===== src/rtl/zone_input_conditioner.sv =====
// Zone sensor front end: two-flop synchroniser, per-zone tick-sampled debounce FSM,
// sticky trip latch with one-cycle trip pulse and first-tripped-zone capture.
module zone_input_conditioner #(
   parameter int NZONES       = 3,
   parameter int DEBOUNCE_CNT = 4,
   parameter int CNT_W        = 3,
   parameter int IDX_W        = 2
) (
   input  logic              iCLK,
   input  logic              iRST,
   input  logic              iTICK,
   input  logic [NZONES-1:0] iZONE,
   input  logic [NZONES-1:0] iMASK,
   input  logic              iCLEAR,
   output logic [NZONES-1:0] oZONE_STABLE,
   output logic [NZONES-1:0] oZONE_LATCHED,
   output logic              oTRIP,
   output logic              oFIRST_VALID,
   output logic [IDX_W-1:0]  oFIRST_ZONE
);

   typedef enum logic [1:0] {IDLE, QUAL_ON, ACTIVE, QUAL_OFF} zone_state_t;

   localparam logic [CNT_W-1:0] CNT_DONE = CNT_W'(DEBOUNCE_CNT);
   localparam logic [CNT_W-1:0] CNT_ONE  = CNT_W'(1);
   localparam bit               SINGLE   = (DEBOUNCE_CNT == 1);

   logic [NZONES-1:0] meta;
   logic [NZONES-1:0] sync;
   logic [NZONES-1:0] stable_vec;
   logic [NZONES-1:0] latched_next;
   logic [NZONES-1:0] new_bits;
   logic [IDX_W-1:0]  first_idx;

   always_ff @(posedge iCLK or negedge iRST) begin
      if (!iRST) begin
         meta <= '0;
         sync <= '0;
      end else begin
         meta <= iZONE;
         sync <= meta;
      end
   end

   for (genvar z = 0; z < NZONES; z++) begin : g_zone
      zone_state_t      state, state_next;
      logic [CNT_W-1:0] cnt, cnt_next, cnt_inc;
      logic             stable;

      assign cnt_inc = cnt + CNT_ONE;

      // Counter holds the number of consecutive samples disagreeing with the stable level.
      always_comb begin
         state_next = state;
         cnt_next   = cnt;
         if (iTICK) begin
            case (state)
               IDLE: begin
                  if (sync[z]) begin
                     if (SINGLE) begin
                        state_next = ACTIVE;
                        cnt_next   = '0;
                     end else begin
                        state_next = QUAL_ON;
                        cnt_next   = CNT_ONE;
                     end
                  end
               end
               QUAL_ON: begin
                  if (!sync[z]) begin
                     state_next = IDLE;
                     cnt_next   = '0;
                  end else if (cnt_inc == CNT_DONE) begin
                     state_next = ACTIVE;
                     cnt_next   = '0;
                  end else begin
                     cnt_next = cnt_inc;
                  end
               end
               ACTIVE: begin
                  if (!sync[z]) begin
                     if (SINGLE) begin
                        state_next = IDLE;
                        cnt_next   = '0;
                     end else begin
                        state_next = QUAL_OFF;
                        cnt_next   = CNT_ONE;
                     end
                  end
               end
               QUAL_OFF: begin
                  if (sync[z]) begin
                     state_next = ACTIVE;
                     cnt_next   = '0;
                  end else if (cnt_inc == CNT_DONE) begin
                     state_next = IDLE;
                     cnt_next   = '0;
                  end else begin
                     cnt_next = cnt_inc;
                  end
               end
               default: begin
                  state_next = IDLE;
                  cnt_next   = '0;
               end
            endcase
         end
      end

      always_ff @(posedge iCLK or negedge iRST) begin
         if (!iRST) begin
            state  <= IDLE;
            cnt    <= '0;
            stable <= 1'b0;
         end else begin
            state  <= state_next;
            cnt    <= cnt_next;
            stable <= (state_next == ACTIVE) || (state_next == QUAL_OFF);
         end
      end

      assign stable_vec[z] = stable;
   end

   assign oZONE_STABLE = stable_vec;

   // Level-based latch: a zone still stable after a clear re-latches on the following edge.
   assign latched_next = iCLEAR ? '0 : (oZONE_LATCHED | (oZONE_STABLE & ~iMASK));
   assign new_bits     = latched_next & ~oZONE_LATCHED;

   always_comb begin
      first_idx = '0;
      for (int i = NZONES - 1; i >= 0; i--) begin
         if (new_bits[i]) first_idx = IDX_W'(i);
      end
   end

   always_ff @(posedge iCLK or negedge iRST) begin
      if (!iRST) begin
         oZONE_LATCHED <= '0;
         oTRIP         <= 1'b0;
         oFIRST_VALID  <= 1'b0;
         oFIRST_ZONE   <= '0;
      end else begin
         oZONE_LATCHED <= latched_next;
         oTRIP         <= |new_bits;
         if (iCLEAR) begin
            oFIRST_VALID <= 1'b0;
            oFIRST_ZONE  <= '0;
         end else if (!oFIRST_VALID && (|new_bits)) begin
            oFIRST_VALID <= 1'b1;
            oFIRST_ZONE  <= first_idx;
         end
      end
   end

endmodule


===== config.mk =====
export PLATFORM = sky130hd
export DESIGN_NAME = zone_input_conditioner
export DESIGN_NICKNAME = d
export VERILOG_FILES = /design/src/rtl/zone_input_conditioner.sv
export SDC_FILE = /design/constraint.sdc
export NUM_CORES = 1
export LEC_CHECK = 0
export CORE_MARGIN = 10
export CORE_UTILIZATION = 49
export CTS_CLUSTER_SIZE = 10
export DETAILED_ROUTE_END_ITERATION = 16
export GPL_TIMING_DRIVEN = 0
export PLACE_DENSITY = 0.73
export SLEW_MARGIN = 20
export SYNTH_ARGS = -nofsm -noshare
export SYNTH_HDL_FRONTEND = slang
export SYNTH_SLANG_ARGS = --single-unit

===== constraint.sdc =====
create_clock -name iCLK -period 1.75 [get_ports iCLK]
set_input_delay 0.2625 -clock iCLK [delete_from_list [all_inputs] [get_ports iCLK]]
set_output_delay 0.2625 -clock iCLK [all_outputs]
set_load 0.01 [all_outputs]

---- Word level (Yosys, flattened, before mapping) ----
Index checks and enable logic that the tools add are counted.
word-level totals
  bits in writable memories ............... 0
  bits in read-only memories .............. 0
  bits of input ports ..................... 10
  output and inout port bits .............. 10
  word-level logic and storage cells ...... 110
  register bits after elaboration ......... 31
  memories kept ........................... 0
  latch bits .............................. 0
operators by class
  muxes and demuxes ....................... 50
  bitwise logic cells ..................... 5
  shift operators ......................... 0
  $mul .................................... 0
  reduce and logical (&&, ||, !) cells .... 13
  divide/modulo/power cells ............... 0
  $add $sub $neg .......................... 3
  order comparisons ....................... 0
  equal/unequal tests ..................... 24
operators with widths
  operator                                                               count
  2-bit two-way mux                                                      26
  3-bit two-way mux                                                      16
  3-bit case mux with 4 select lines                                     3
  2-bit equality test, second input constant                             12
  2-bit case mux with 4 select lines                                     3
  2-bit inequality test, second input constant                           6
  3-bit by 1-bit adder with 3-bit output, second input constant          3
  3-bit equality test, second input constant                             3
  3-bit AND reduction                                                    3
  3-bit bitwise AND                                                      2
  2-bit by 1-bit equality test with 1-bit output, second input constant  3
  2-bit zero test                                                        3
  3-bit inverter                                                         2
  1-bit logical OR                                                       3
  3-bit OR                                                               1
  3-bit OR reduction                                                     1
  1-bit two-way mux                                                      2
  2-bit nonzero test                                                     1
  1-bit logical AND                                                      1
  1-bit zero test                                                        1

---- Longest topological paths before layout ----
  word-level depth ........................ 10
  gate-level depth with buffers ........... 4
  gate-level depth less buffers ........... 4

---- Least setup slack after synthesis ----
Ideal clock, no wire load.
  path type ............................... register to register
  start point ............................. register g_zone[0].cnt[0]
  end point ............................... register g_zone[0].stable
  path buffers ............................ 0
  setup slack ............................. 293 ps
  setup time .............................. 125 ps
  stages on the path, launching flop included .. 5
  data required time ...................... 1625 ps
  period minus slack after synthesis ...... 1457 ps
  arrival ................................. 1332 ps
  path through ............................ dfrtp_1 -> ha_1 -> xor2_1 -> and4_1 -> mux2_2
between the ends
  cells in the longest elaborated chain, start to end .. 8
  elaborated cells on any way between the ends .. 11
  classes of those cells .................. 1 x add/sub; 3 x eq/ne; 6 x mux; 1 x reduce/logical
ends and longest elaborated chain
  element                                      RTL line  RTL
  start, declared                              47        logic [CNT_W-1:0] cnt, cnt_next, cnt_inc;
  start signal, assigned                       117       cnt <= cnt_next;
  3-bit by 1-bit adder with 3-bit output *     50        assign cnt_inc = cnt + CNT_ONE;
  3-bit equality test *                        73, 95
  2-bit two-way mux, on equally long branches  95, 73
  2-bit two-way mux, on equally long branches  92, 70
  2-bit case mux with 4 select lines *         57        case (state)
  2-bit two-way mux *                          56        if (iTICK) begin
  2-bit equality test                          118       stable <= (state_next == ACTIVE) || (state_next == QUAL_OFF);
  1-bit logical OR *                           118
  end signal, assigned                         118
  end, declared                                48        logic stable;
Every way passes the cells marked *; elsewhere a longest branch is shown, timed or not.
A chain may end at the register's enable or synchronous reset.

---- Worst setup path in the final report ----
Ends and elaborated chain as after synthesis.

==> results.ini <==
[power_and_ir_drop]
relative_contribution_of_the_clock_network_to_total_power_pct = 20.7
power_frac_comb_pct = 31.7
worst_ir_drop_on_vdd_mv = 1.09
finalPower_mw = 2.26
netSwitchingFraction_pct = 32.4
power_leakage_nw = 0.825
share_seq_of_total_power_pct = 47.7
netSwitchingPower_uw = 733
p_per_area_nw_per_um2 = 1320
p_int_mw = 1.53

[timing]
setup_repair_after_global_routing_missed_its_margin = no
report.final.slew_viol_count = 0
max_slew_margin_pct = 55.7
post-route-period-util_pct = 92.8
fin_ws_ns = 0.126
number_of_hold_violations_in_the_final_report = 0
max_clock_freq_mhz = 616
timing.final.crit_period_ns = 1.62
setup_tns_ns = 0
finalClockSkew_ns = 0.00707
setup_violations = 0
tightestPinTransition_ns = 0.664

[worst_setup_path]
r2r_start = g_zone[0].cnt[0]$_DFFE_PN0P_
setup.reg_to_reg.worst_slack_ns = 0.13
r2r.worst_path.cells = 4
worstSetupEndpointType = flop
cp_data_arrival_time_ns = 1.83
start_kind = flop
critical_path_class = flop to flop
setup.worst_path.start = g_zone[0].cnt[0]$_DFFE_PN0P_
worstReg2RegEnd = g_zone[0].stable$_DFF_PN0_
worst_setup_path_endpoint = g_zone[0].stable$_DFF_PN0_
cp_max_fo = 4
cp_data_required_time_ns = 1.96

[floorplanning]
fp.dieW_um = 73.8
initial_util_pct = 51.4
pin_count = 20
die_h_um = 73.8
core_area_um2 = 2760
fp-row-count = 19
dieArea_um2 = 5440

[clock_tree]
ctsResizeCount = 0
htreeDepth = 2
hold_buffers = 1
clock_latency_ns = 0.32
cts_tree = yes
maximum_clock_path_buffer_count = 2
cts-root-buf = sky130_fd_sc_hd__clkbuf_4
postCtsSetupBuffers = 0
cts_num_sinks = 31
clk_transition_reported_paths_ns = 0.09
cts-buffers-inserted = 5

[outcome]
status = completed

[placement]
gp_congestion = 0.794
post-dp-hpwl_um = 1920
io_buffers = 18
placedInstanceArea_um2 = 1630
place_ws_ns = -0.166

[synth]
synth.yosys.seq_area_share_pct = 54.7
netlist_top_cells_area = sky130_fd_sc_hd__dfrtp_1 (55%), sky130_fd_sc_hd__ha_1 (5.3%), sky130_fd_sc_hd__mux2_2 (4.8%)
postSynthRegisterBits = 31
avgSynthCellArea_um2 = 11.6
yosys.cell_types.count = 28
synth_largest_area_cell = sky130_fd_sc_hd__dfrtp_1
mappedNetlistArea_um2 = 1420
synth_largest_type_area_fraction_pct = 54.7
syn-instance-count = 122
count_of_yosys_warnings_during_synthesis = 0
number_of_nets_in_the_synthesized_netlist = 138

[route]
routed-via-count = 1011
drt_pass1_iterations = 4
remaining_antenna_violation_count = 0
vias_per_instance = 5.62
detail_route.drc_violations = 0
final_routed_wirelength_um = 2630
detail_route.iter0.violations = 44
routed_length_per_placed_instance_um = 14.6

[finish]
finalInstanceArea_um2 = 1710
drive_above_1_share_pct = 14.1
design.final.nets = 164
final_core_util_pct = 62.0
antenna-diode-count = 0
synthToLayoutAreaGrowth_pct = 20.7
fillerInstances = 227

[global_route]
first_global_vias = 1005
grtUsageTotal_pct = 10.4
grt_start_max_net_pins = 32
grt_antenna_before_repair = 0
overflow = 0
first_pass_grt_wire_length_um = 4420

[hold_path]
worstHoldPathType = primary input to flop

[flow_run]
timing.max_cap.violations = 0

==> per-layer routing <==
metal | global-route usage, % | up-vias | wire, um
met5 | 0 | - | 0
met4 | 5.59 | 0 | 48
met3 | 4.04 | 5 | 192
met2 | 17.0 | 27 | 1270
met1 | 11.3 | 493 | 1120
li1 | - | 486 | -
==> power groups by stage <==
stage	registers, mW	logic (mW)	clock network, mW
detailed placement	1.09	0.718	0
finish	1.08	0.716	0.467
global route	1.12	0.813	0.508
global placement	1.08	0.676	0
CTS	1.08	0.727	0.487
floorplan	1.07	0.470	0
==> cell usage after synthesis <==
| cell | n |
|---|---|
| sky130_fd_sc_hd__dfrtp_1 | 31 |
| sky130_fd_sc_hd__inv_1 | 11 |
| sky130_fd_sc_hd__a21oi_1 | 7 |
| sky130_fd_sc_hd__nor2_1 | 7 |
| sky130_fd_sc_hd__o21ai_0 | 7 |
| sky130_fd_sc_hd__and3_1 | 6 |
| sky130_fd_sc_hd__ha_1 | 6 |
| sky130_fd_sc_hd__mux2_2 | 6 |
| sky130_fd_sc_hd__xor2_1 | 6 |
| sky130_fd_sc_hd__nand2_1 | 4 |
| sky130_fd_sc_hd__a22o_1 | 3 |
| sky130_fd_sc_hd__a32o_1 | 3 |
| sky130_fd_sc_hd__buf_4 | 3 |
| sky130_fd_sc_hd__o22ai_1 | 3 |
| sky130_fd_sc_hd__a311oi_1 | 2 |
| sky130_fd_sc_hd__a31oi_1 | 2 |
| sky130_fd_sc_hd__and4_1 | 2 |
| sky130_fd_sc_hd__clkbuf_1 | 2 |
| sky130_fd_sc_hd__nand3b_1 | 2 |
| sky130_fd_sc_hd__and2_4 | 1 |
| sky130_fd_sc_hd__buf_6 | 1 |
| sky130_fd_sc_hd__mux2i_1 | 1 |
| sky130_fd_sc_hd__nand4_1 | 1 |
| sky130_fd_sc_hd__o221a_1 | 1 |
| sky130_fd_sc_hd__o32ai_1 | 1 |
| sky130_fd_sc_hd__or3b_2 | 1 |
| sky130_fd_sc_hd__or4b_1 | 1 |
| sky130_fd_sc_hd__or4b_4 | 1 |
==> flip-flops by register name, summed over array words and instances (netlist names) <==
signal         count
g_zone.cnt         9
g_zone.state       6
g_zone.stable      3
meta               3
oZONE_LATCHED      3
sync               3
oFIRST_ZONE        2
oFIRST_VALID       1
oTRIP              1
==> placed cells by master (no fill, tap or decap), types with 4 or more instances in the layout <==
master,netlist,final
sky130_fd_sc_hd__a21oi_1,7,7
sky130_fd_sc_hd__and3_1,6,6
sky130_fd_sc_hd__clkbuf_4,0,5
sky130_fd_sc_hd__clkdlybuf4s50_1,0,17
sky130_fd_sc_hd__dfrtp_1,31,31
sky130_fd_sc_hd__ha_1,6,6
sky130_fd_sc_hd__inv_1,11,11
sky130_fd_sc_hd__mux2_2,6,6
sky130_fd_sc_hd__nand2_1,4,4
sky130_fd_sc_hd__nor2_1,7,7
sky130_fd_sc_hd__o21ai_0,7,7
sky130_fd_sc_hd__xor2_1,6,6
==> area by class of cell <==
cell class | count | area, um^2 | share of cell area, %
repair buffers | 19 | 185 | 10.8
inverters | 11 | 41.3 | 2.41
multi-input cells | 74 | 559 | 32.7
flip-flops and latches | 31 | 776 | 45.4
plain buffers | 6 | 41.3 | 2.41
clock buffers | 8 | 68.8 | 4.02
well taps | 31 | 38.8 | 2.27
==> logic make-up after synthesis <==
group / count (synthesis) / share of synthesized area [%]
multiplexers: 7 / 5.47
buffers and inverters: 17 / 5.83
XOR/XNOR: 6 / 3.71
flip-flops: 31 / 54.7
AO/OA/AOI/OAI: 29 / 13.8
adder cells (fa/ha/maj): 6 / 5.30
AND/OR/NAND/NOR: 26 / 11.2
==> critical path, cell delays in order (launching register included) <==
cell                      delay [ns]
sky130_fd_sc_hd__dfrtp_1        0.42
sky130_fd_sc_hd__ha_1           0.25
sky130_fd_sc_hd__xor2_1         0.20
sky130_fd_sc_hd__and4_1         0.28
sky130_fd_sc_hd__mux2_2         0.36
==> worst min path at each step <==
stage                     slack, ns  cells past startpoint               from                      endpoint
after floorplan               -0.03                      0               iRST  g_zone[0].cnt[0]$_DFFE_PN0P_
after global placement         0.33                      0  meta[1]$_DFF_PN0_             sync[1]$_DFF_PN0_
after detailed placement       0.33                      1               iRST             sync[2]$_DFF_PN0_
after CTS                      0.11                      2             iCLEAR      oFIRST_VALID$_DFFE_PN0P_
after global routing           0.12                      2             iCLEAR      oFIRST_VALID$_DFFE_PN0P_
final                          0.13                      2             iCLEAR      oFIRST_VALID$_DFFE_PN0P_
==> metrics by stage <==
stage / hold WS [ns] / cells
finish: 0.126 / 180
global route: 0.125 / 180
CTS: 0.106 / 180
detailed placement: 0.334 / 171
global placement: 0.332 / 171
floorplan: -0.0331 / 122
(Power assumes the default switching activity.)
